`src/rtl/spi_tx_drain_if.sv`:
```
// spi_tx_drain_if: TX buffer pop port plus SPI pins for the drain engine
interface spi_tx_drain_if #(
  parameter int WORD_SIZE = 8
);
  logic [WORD_SIZE-1:0] buf_data;
  logic                 buf_empty;
  logic                 buf_read;
  logic                 sclk;
  logic                 cs_n;
  logic                 mosi;
  logic                 miso;
  modport master (
    input  buf_data, buf_empty, miso,
    output buf_read, sclk, cs_n, mosi
  );
  modport slave (
    output buf_data, buf_empty, miso,
    input  buf_read, sclk, cs_n, mosi
  );
endinterface

```
`src/rtl/spi_tx_drain.sv`:
```
// spi_tx_drain: SPI mode-0 master popping TX buffer words and sending them MSB-first,
// keeping cs_n low across consecutive words and capturing miso in parallel
module spi_tx_drain #(
  parameter int WORD_SIZE = 8,
  parameter int CLK_DIV   = 4
) (
  input  logic                 clk,
  input  logic                 rstn,
  input  logic                 enable,
  spi_tx_drain_if.master       bus,
  output logic [WORD_SIZE-1:0] rx_data,
  output logic                 rx_valid,
  output logic                 busy
);
  localparam int BW = $clog2(WORD_SIZE);
  localparam int DW = $clog2(CLK_DIV + 1);
  localparam logic [BW-1:0] BIT_LAST = BW'(WORD_SIZE - 1);
  localparam logic [DW-1:0] DIV_LAST = DW'(CLK_DIV - 1);
  typedef enum logic [2:0] {IDLE, SETUP, SHIFT_HI, SHIFT_LO, HOLD, GAP} state_t;
  state_t               state_q, state_d;
  logic [BW-1:0]        bit_cnt_q, bit_cnt_d;
  logic [DW-1:0]        div_cnt_q, div_cnt_d;
  logic [WORD_SIZE-1:0] tx_q, tx_d, rx_sh_q, rx_sh_d, rx_data_q, rx_data_d;
  logic                 sclk_q, sclk_d, cs_n_q, cs_n_d, mosi_q, mosi_d;
  logic                 buf_read_q, buf_read_d, rx_valid_q, rx_valid_d, busy_q, busy_d;
  logic                 tick, load;
  assign tick = div_cnt_q == DIV_LAST;
  assign load = enable && !bus.buf_empty;
  always_comb begin
    state_d    = state_q;
    bit_cnt_d  = bit_cnt_q;
    tx_d       = tx_q;
    rx_sh_d    = rx_sh_q;
    rx_data_d  = rx_data_q;
    sclk_d     = sclk_q;
    cs_n_d     = cs_n_q;
    mosi_d     = mosi_q;
    buf_read_d = 1'b0;
    rx_valid_d = 1'b0;
    case (state_q)
      IDLE: if (load) begin
        tx_d       = bus.buf_data;
        buf_read_d = 1'b1;
        cs_n_d     = 1'b0;
        mosi_d     = bus.buf_data[WORD_SIZE-1];
        bit_cnt_d  = '0;
        state_d    = SETUP;
      end
      SETUP, SHIFT_LO: if (tick) begin
        sclk_d  = 1'b1;
        rx_sh_d = {rx_sh_q[WORD_SIZE-2:0], bus.miso};
        state_d = SHIFT_HI;
      end
      SHIFT_HI: if (tick) begin
        sclk_d = 1'b0;
        if (bit_cnt_q != BIT_LAST) begin
          mosi_d    = tx_q[WORD_SIZE-2];
          tx_d      = tx_q << 1;
          bit_cnt_d = bit_cnt_q + 1'b1;
          state_d   = SHIFT_LO;
        end else begin
          rx_data_d  = rx_sh_q;
          rx_valid_d = 1'b1;
          state_d    = load ? SHIFT_LO : HOLD;
          // Back-to-back word: reload on this falling edge so sclk never pauses
          if (load) begin
            tx_d       = bus.buf_data;
            buf_read_d = 1'b1;
            mosi_d     = bus.buf_data[WORD_SIZE-1];
            bit_cnt_d  = '0;
          end
        end
      end
      HOLD: if (tick) begin
        cs_n_d  = 1'b1;
        mosi_d  = 1'b0;
        state_d = GAP;
      end
      GAP: if (tick) state_d = IDLE;
      default: state_d = IDLE;
    endcase
    div_cnt_d = (state_q == IDLE || tick) ? '0 : div_cnt_q + 1'b1;
    busy_d    = state_d != IDLE;
  end
  always_ff @(posedge clk or negedge rstn) begin
    if (!rstn) begin
      state_q    <= IDLE;
      bit_cnt_q  <= '0;
      div_cnt_q  <= '0;
      tx_q       <= '0;
      rx_sh_q    <= '0;
      rx_data_q  <= '0;
      sclk_q     <= 1'b0;
      cs_n_q     <= 1'b1;
      mosi_q     <= 1'b0;
      buf_read_q <= 1'b0;
      rx_valid_q <= 1'b0;
      busy_q     <= 1'b0;
    end else begin
      state_q    <= state_d;
      bit_cnt_q  <= bit_cnt_d;
      div_cnt_q  <= div_cnt_d;
      tx_q       <= tx_d;
      rx_sh_q    <= rx_sh_d;
      rx_data_q  <= rx_data_d;
      sclk_q     <= sclk_d;
      cs_n_q     <= cs_n_d;
      mosi_q     <= mosi_d;
      buf_read_q <= buf_read_d;
      rx_valid_q <= rx_valid_d;
      busy_q     <= busy_d;
    end
  end
  assign bus.buf_read = buf_read_q;
  assign bus.sclk     = sclk_q;
  assign bus.cs_n     = cs_n_q;
  assign bus.mosi     = mosi_q;
  assign rx_data      = rx_data_q;
  assign rx_valid     = rx_valid_q;
  assign busy         = busy_q;
endmodule

```
`src/flat_wrapper.sv`:
```
// flat-port wrapper written by rule: the top's interface ports become plain ports
module spi_tx_drain_flat 
#(
  parameter int WORD_SIZE = 8,
  parameter int CLK_DIV   = 4
)
  (clk, rstn, enable, rx_data, rx_valid, busy, bus_buf_data, bus_buf_empty, bus_miso, bus_buf_read, bus_sclk, bus_cs_n, bus_mosi);
  spi_tx_drain_if #(.WORD_SIZE(WORD_SIZE)) bus_i ();
  input  logic clk;
  input  logic rstn;
  input  logic enable;
  output logic [WORD_SIZE-1:0] rx_data;
  output logic rx_valid;
  output logic busy;
  input wire logic [$bits(bus_i.buf_data)-1:0] bus_buf_data;
  input wire logic [$bits(bus_i.buf_empty)-1:0] bus_buf_empty;
  input wire logic [$bits(bus_i.miso)-1:0] bus_miso;
  output wire logic [$bits(bus_i.buf_read)-1:0] bus_buf_read;
  output wire logic [$bits(bus_i.sclk)-1:0] bus_sclk;
  output wire logic [$bits(bus_i.cs_n)-1:0] bus_cs_n;
  output wire logic [$bits(bus_i.mosi)-1:0] bus_mosi;
  assign bus_i.buf_data = bus_buf_data;
  assign bus_i.buf_empty = bus_buf_empty;
  assign bus_i.miso = bus_miso;
  assign bus_buf_read = bus_i.buf_read;
  assign bus_sclk = bus_i.sclk;
  assign bus_cs_n = bus_i.cs_n;
  assign bus_mosi = bus_i.mosi;
  spi_tx_drain #(.WORD_SIZE(WORD_SIZE), .CLK_DIV(CLK_DIV)) u_core (.clk(clk), .rstn(rstn), .enable(enable), .bus(bus_i), .rx_data(rx_data), .rx_valid(rx_valid), .busy(busy));
endmodule
```
`config.mk`:
```
export PLATFORM = sky130hd
export DESIGN_NAME = spi_tx_drain_flat
export DESIGN_NICKNAME = d
export VERILOG_FILES = /design/src/rtl/spi_tx_drain_if.sv /design/src/rtl/spi_tx_drain.sv /design/src/flat_wrapper.sv
export SDC_FILE = /design/constraint.sdc
export NUM_CORES = 1
export LEC_CHECK = 0
export CAP_MARGIN = 15
export CORE_UTILIZATION = 30
export CTS_BUF_LIST = sky130_fd_sc_hd__clkbuf_4
export DETAILED_ROUTE_END_ITERATION = 10
export GPL_TIMING_DRIVEN = 1
export PLACE_DENSITY = 0.51
export SLEW_MARGIN = 20
export SYNTH_ARGS = -nofsm -noshare
export SYNTH_HDL_FRONTEND = slang
export SYNTH_SLANG_ARGS = --single-unit
export TNS_END_PERCENT = 100
```
`constraint.sdc`:
```
create_clock -name clk -period 2 [get_ports clk]
set_input_delay 0.4 -clock clk [delete_from_list [all_inputs] [get_ports clk]]
set_output_delay 0.4 -clock clk [all_outputs]
set_load 0.005 [all_outputs]
```
Yosys cells after proc, flatten, opt, wreduce, memory -nomap -nowiden:

Index checks and enable logic that the tools add are counted.

* bits in registers: 39
* input port bits: 13
* logic and storage cells: 75

* $add $sub $neg: 2
* equal/unequal tests: 11
* multiplexer cells: 33
* bitwise operators: 1
* reductions and logical operators: 16

Operators with widths (number)
* two-way mux 3 bit: 11
* two-way mux 8 bit: 3
* one-hot mux 8 bit (2 select lines): 1
* one-hot mux 3 bit (5 select lines): 1
* two-way mux 1 bit: 12
* AND reduction 3 bit: 4
* equality test 3 x 2 -> 1 bit (second input constant): 3
* inequality test 2 x 1 -> 1 bit (second input constant): 4
* adder 3 x 1 -> 3 bit (second input constant): 2
* equality test 3 bit (second input constant): 2
* one-hot mux 1 bit (2 select lines): 3
* one-hot mux 3 bit (2 select lines): 1
* nonzero test 2 bit: 3
* nonzero test 3 bit: 2
* AND reduction 2 bit: 2
* equality test 3 x 1 -> 1 bit (second input constant): 1
* logical NOT 3 bit: 1
* inequality test 3 bit (second input constant): 1
* one-hot mux 1 bit (3 select lines): 1
* OR reduction 2 bit: 1
* logical AND 1 bit: 1
* logical NOT 1 bit: 1
* logical OR 1 bit: 1
* inverter 1 bit: 1

Depth between registers and ports, before layout:

* word-level depth: 7
* mapped depth: 6

Worst setup path before layout:

Ideal clock, no wire load.

* path kind: flip-flop to flip-flop
* from: register u_core.bit_cnt_q[0]
* to: register u_core.tx_q[0]
* setup time: 0.122 ns
* data arrival time: 1.823 ns
* setup slack: 0.056 ns
* cell stages (with the launch flop): 7
* cell sequence: dfrtp_1 -> ha_1 -> ha_1 -> or4b_1 -> buf_6 -> and2_4 -> a32o_1

* cells in the longest elaborated chain, start to end: 4

RTL lines
* from (decl): line spi_tx_drain.sv:21 `logic [BW-1:0] bit_cnt_q, bit_cnt_d;`
* from (signal assigned): line spi_tx_drain.sv:101 `bit_cnt_q <= bit_cnt_d;`
* inequality test 3 bit: line spi_tx_drain.sv:56 `if (bit_cnt_q != BIT_LAST) begin`
* two-way mux 8 bit: line spi_tx_drain.sv:56
* two-way mux 8 bit: line spi_tx_drain.sv:54 `SHIFT_HI: if (tick) begin`
* one-hot mux 8 bit (2 select lines): line spi_tx_drain.sv:40 `case (state_q)`
* to (signal assigned): line spi_tx_drain.sv:103 `tx_q <= tx_d;`
* to (decl): line spi_tx_drain.sv:23 `logic [WORD_SIZE-1:0] tx_q, tx_d, rx_sh_q, rx_sh_d, rx_data_q, rx_data_d;`

Every way passes these cells. The select of a mux whose other input is x is not followed.
A chain may end at the register's enable or synchronous reset.

Worst setup path after layout:

* from: register u_core.bit_cnt_q[0]
* to: register u_core.tx_q[3]

Same word-level chain as after synthesis.

==> flow_summary_export.csv <==
group,metric,value,unit
final_layout,layout.nets,194,
sta,fin_ws,0.09234,ns
sta,hold_viol_final,0,
setup_path,critical_path.most_common_cell,"ha_1",
final_layout,layout-drive-gt1-share,26.97,%
sta,fin_setup_tns,0,ns
synth,synth_top_family_by_area,"multiplexers",
floorplan,die_width,77.95,um
sta,final.setup_skew,0.009522,ns
global_routing,antenna_found_initial,0,
setup_path,r2r_start,"u_core.bit_cnt_q[0]$_DFFE_PN0P_",
drt,drtIter0Drc,26,
power,irDropWorstVdd,527.0,uV
setup_path,crit_required,2.22,ns
sta,period_share,95.38,%
synth,synthAdderAreaFrac,2.892,%
clocking,tritoncts_num_sinks,38,
clocking,cts_root_buffer,"clkbuf_4",
synth,synth_area_leader_cell,"dfrtp_1",
floorplan,placementRows,27,
status,status,"complete, no violations",
final_layout,final_cells,250,
clocking,post-cts-setup-buffers,0,
placed_design,place_congestion,0.7642,
synth,synth_compound_area_share,12.29,%
final_layout,utilization,39.32,%
power,power_frac_comb,36.4,%
min_path,hp-class,"primary input to asynchronous set/reset pin",
global_routing,grt-ovfl-total,0,
global_routing,grt_pass1_vias,1232,
placed_design,hpwl,2399,um
setup_path,path_cells,"ha_1 -> ha_1 -> or4b_4 -> buf_4 -> mux2i_1 -> a2bb2oi_1",
power,netSwitchingFraction,32.30,%
sta,finalSetupViolCount,0,
setup_path,cpPeakStageDelay,0.55,ns
placed_design,place_ws,0.05324,ns
drt,ant_nets,0,
setup_path,cp_max_fo,7,
synth,synth_nets,157,
final_layout,layout_common_cells,"37 x dfrtp_1, 25 x clkdlybuf4s50_1, 17 x mux2_2",
synth,netlist_area,1730,um^2
drt,vias_per_cell,4.964,
setup_path,arrival,2.13,ns
global_routing,grt_usage,12.31,%
setup_path,crit_type,"flop to flop",
final_layout,nFillCells,561,
clocking,clk_pin_slew,0.12,ns
global_routing,grt_max_degree,39,
synth,synth-simple-area-share,11.57,%
clocking,clk_latency,0.34,ns
drt,drc,0,
power,internal_power,0.001655,W
clocking,h-tree-depth,2,
setup_path,critPathLaunchType,"flop",
synth,synthCells,140,
final_layout,antennaDiodeCount,0,
clocking,hold_buffers,0,
clocking,clockBufferDepth,2,
sta,worstMarginPinSlew,0.4862,ns
global_routing,grt_first_pass_wirelength,5865,um
synth,avgSynthCellArea,12.36,um^2
synth,synth-xor-area-share,0,%
synth,ys_ff_latch,38,
sta,rsz0062_at_grt,"false",
floorplan,core_area,5540,um^2
drt,wl,3497,um
flow_run,maxCapViolCount,0,
power,p_leak,0.9905,nW
drt,num_vias,1241,
synth,netlist_top_cells_area,"dfrtp_1 54%, mux2_2 11%, mux2i_1 3.5%",
final_layout,mostFrequentLayoutCell,"dfrtp_1",
final_layout,area_delta_synth_final,25.89,%
sta,fmax,0.5242,GHz
synth,ys.warnings.count,0,
synth,synthMuxAreaShare,14.53,%
setup_path,cp-startpoint,"u_core.bit_cnt_q[0]$_DFFE_PN0P_",
setup_path,worst_setup_path_end_kind,"flop",
power,power.density,1122,nW/um^2
clocking,cts_inserted_buffers,5,
synth,synth_cell_types,35,
power,clkPwrFrac,16.2,%
synth,synth.top_cell.area_share,53.51,%
floorplan,start_util,31.23,%
power,power.share.sequential,47.4,%
sta,drv_slew,0,
setup_path,cp_slowest_cell,"or4b_4",
drt,drt_pass1_iterations,4,
placed_design,dp.cells,242,
floorplan,die_area,6075,um^2
floorplan,fp.dieH,77.95,um
drt,drt-wirelength-per-cell,13.99,um
synth,seq_area_frac_synth,55.03,%
placed_design,portBuffers,26,
power,switchingPower,0.0007896,W
sta,fin_crit,1.908,ns
floorplan,io_pins,27,
sta,slew_headroom,67.59,%
clocking,cts_tree,"built",
==> worst paths after layout <==
kind                       cells after the start  slack, ns                              end
setup / recovery                               6       0.09       u_core.tx_q[3]$_DFFE_PN0P_
hold / removal                                 2        0.1  u_core.bit_cnt_q[2]$_DFFE_PN0P_
setup reg to reg                               6       0.09       u_core.tx_q[3]$_DFFE_PN0P_
hold reg to reg                                1       0.48    u_core.div_cnt_q[0]$_DFF_PN0_
max in group asynchronous                      2       1.55      u_core.bus.cs_n$_DFFE_PN1P_
min in group clk                               1       0.48    u_core.div_cnt_q[0]$_DFF_PN0_
==> timing repair <==
action,in CTS,in global routing
endpoints found under the setup margin,0,6
resized for setup,0,1
endpoints found under the hold margin,0,0
==> state kept, by name, indices dropped and copies added (netlist names) <==
| name | count |
|---|---|
| u_core.rx_data | 8 |
| u_core.rx_sh_q | 8 |
| u_core.tx_q | 7 |
| u_core.bit_cnt_q | 3 |
| u_core.div_cnt_q | 3 |
| u_core.state_q | 3 |
| u_core.bus.buf_read | 1 |
| u_core.bus.cs_n | 1 |
| u_core.bus.mosi | 1 |
| u_core.bus.sclk | 1 |
| u_core.busy | 1 |
| u_core.rx_valid | 1 |
==> Yosys cell counts <==
cell       number
mux2_2         17
dfrtp_1        37
and2_4          1
o311a_1         1
nand3_1         1
o31ai_1         2
o22ai_1         1
or3b_2          6
nand3b_1        2
a21bo_2         1
a22o_1          2
inv_1           7
or2_2           1
a32oi_1         1
buf_2           3
and4bb_2        1
nor3_1          3
clkbuf_1        3
o211ai_1        1
a32o_1          2
nor2_1          4
o21ai_0         3
a2bb2oi_1       6
nand2b_1        2
and3_1          1
nand2_1         6
mux2i_1         6
dfstp_2         1
buf_6           1
a21oi_1         8
o211a_1         1
ha_1            4
nor2b_1         1
and2_1          2
or4b_1          1
==> power groups by stage <==
| stage | Combinational [W] | Clock (W) | Sequential, W |
|---|---|---|---|
| 5_1_grt | 0.000997 | 0.000441 | 0.00119 |
| 3_3_place_gp | 0.000856 | 0 | 0.00117 |
| 2_1_floorplan | 0.000648 | 0 | 0.00113 |
| 4_1_cts | 0.000894 | 0.000415 | 0.00116 |
| 6_report | 0.000889 | 0.000397 | 0.00116 |
| 3_5_place_dp | 0.000888 | 0 | 0.00117 |
==> per-layer routing <==
layer	track usage, %	routed length, um	up-vias
li1	-	-	582
met1	16.21	1696	620
met2	19.38	1587	34
met3	3.647	167	5
met4	3.889	45	0
met5	0	0	-
==> critical path, delay by kind of cell (launching register included) <==
kind | cells | cell delay (ns)
adders and majority gates | 2 | 0.39
buffers and inverters | 1 | 0.19
AOI/OAI and AO/OA | 1 | 0.08
muxes | 1 | 0.15
and+or+nand+nor | 1 | 0.55
DFF | 1 | 0.41
==> final cells by class <==
type | count | area (um^2) | area share, %
Clock buffer | 6 | 45.04 | 2.068
Clock inverter | 2 | 8.758 | 0.4021
Inverter | 7 | 26.28 | 1.206
Multi-Input combinational cell | 88 | 718.2 | 32.97
Sequential cell | 38 | 952.2 | 43.71
Tap cell | 72 | 90.09 | 4.136
Timing Repair Buffer | 37 | 337.8 | 15.51
==> cell families (layout without fill, tap and decap cells) <==
kind of cell,Yosys count,in the layout
flip-flops,38,38
AND/OR/NAND/NOR,32,32
AO/OA/AOI/OAI,29,29
multiplexers,23,23
buffers and inverters,14,52
adder cells (fa/ha/maj),4,4
==> stage by stage <==
step           hold slack, ns  total power, W  cell area, um^2
2_1_floorplan          0.1044        0.001775             1730
4_1_cts                0.1109        0.002468             2175
3_3_place_gp           0.4294        0.002022             2121
5_1_grt                0.1187        0.002624             2178
3_5_place_dp           0.4632        0.002062             2121
6_report              0.09942        0.002445             2178
(Power assumes the default switching activity.)
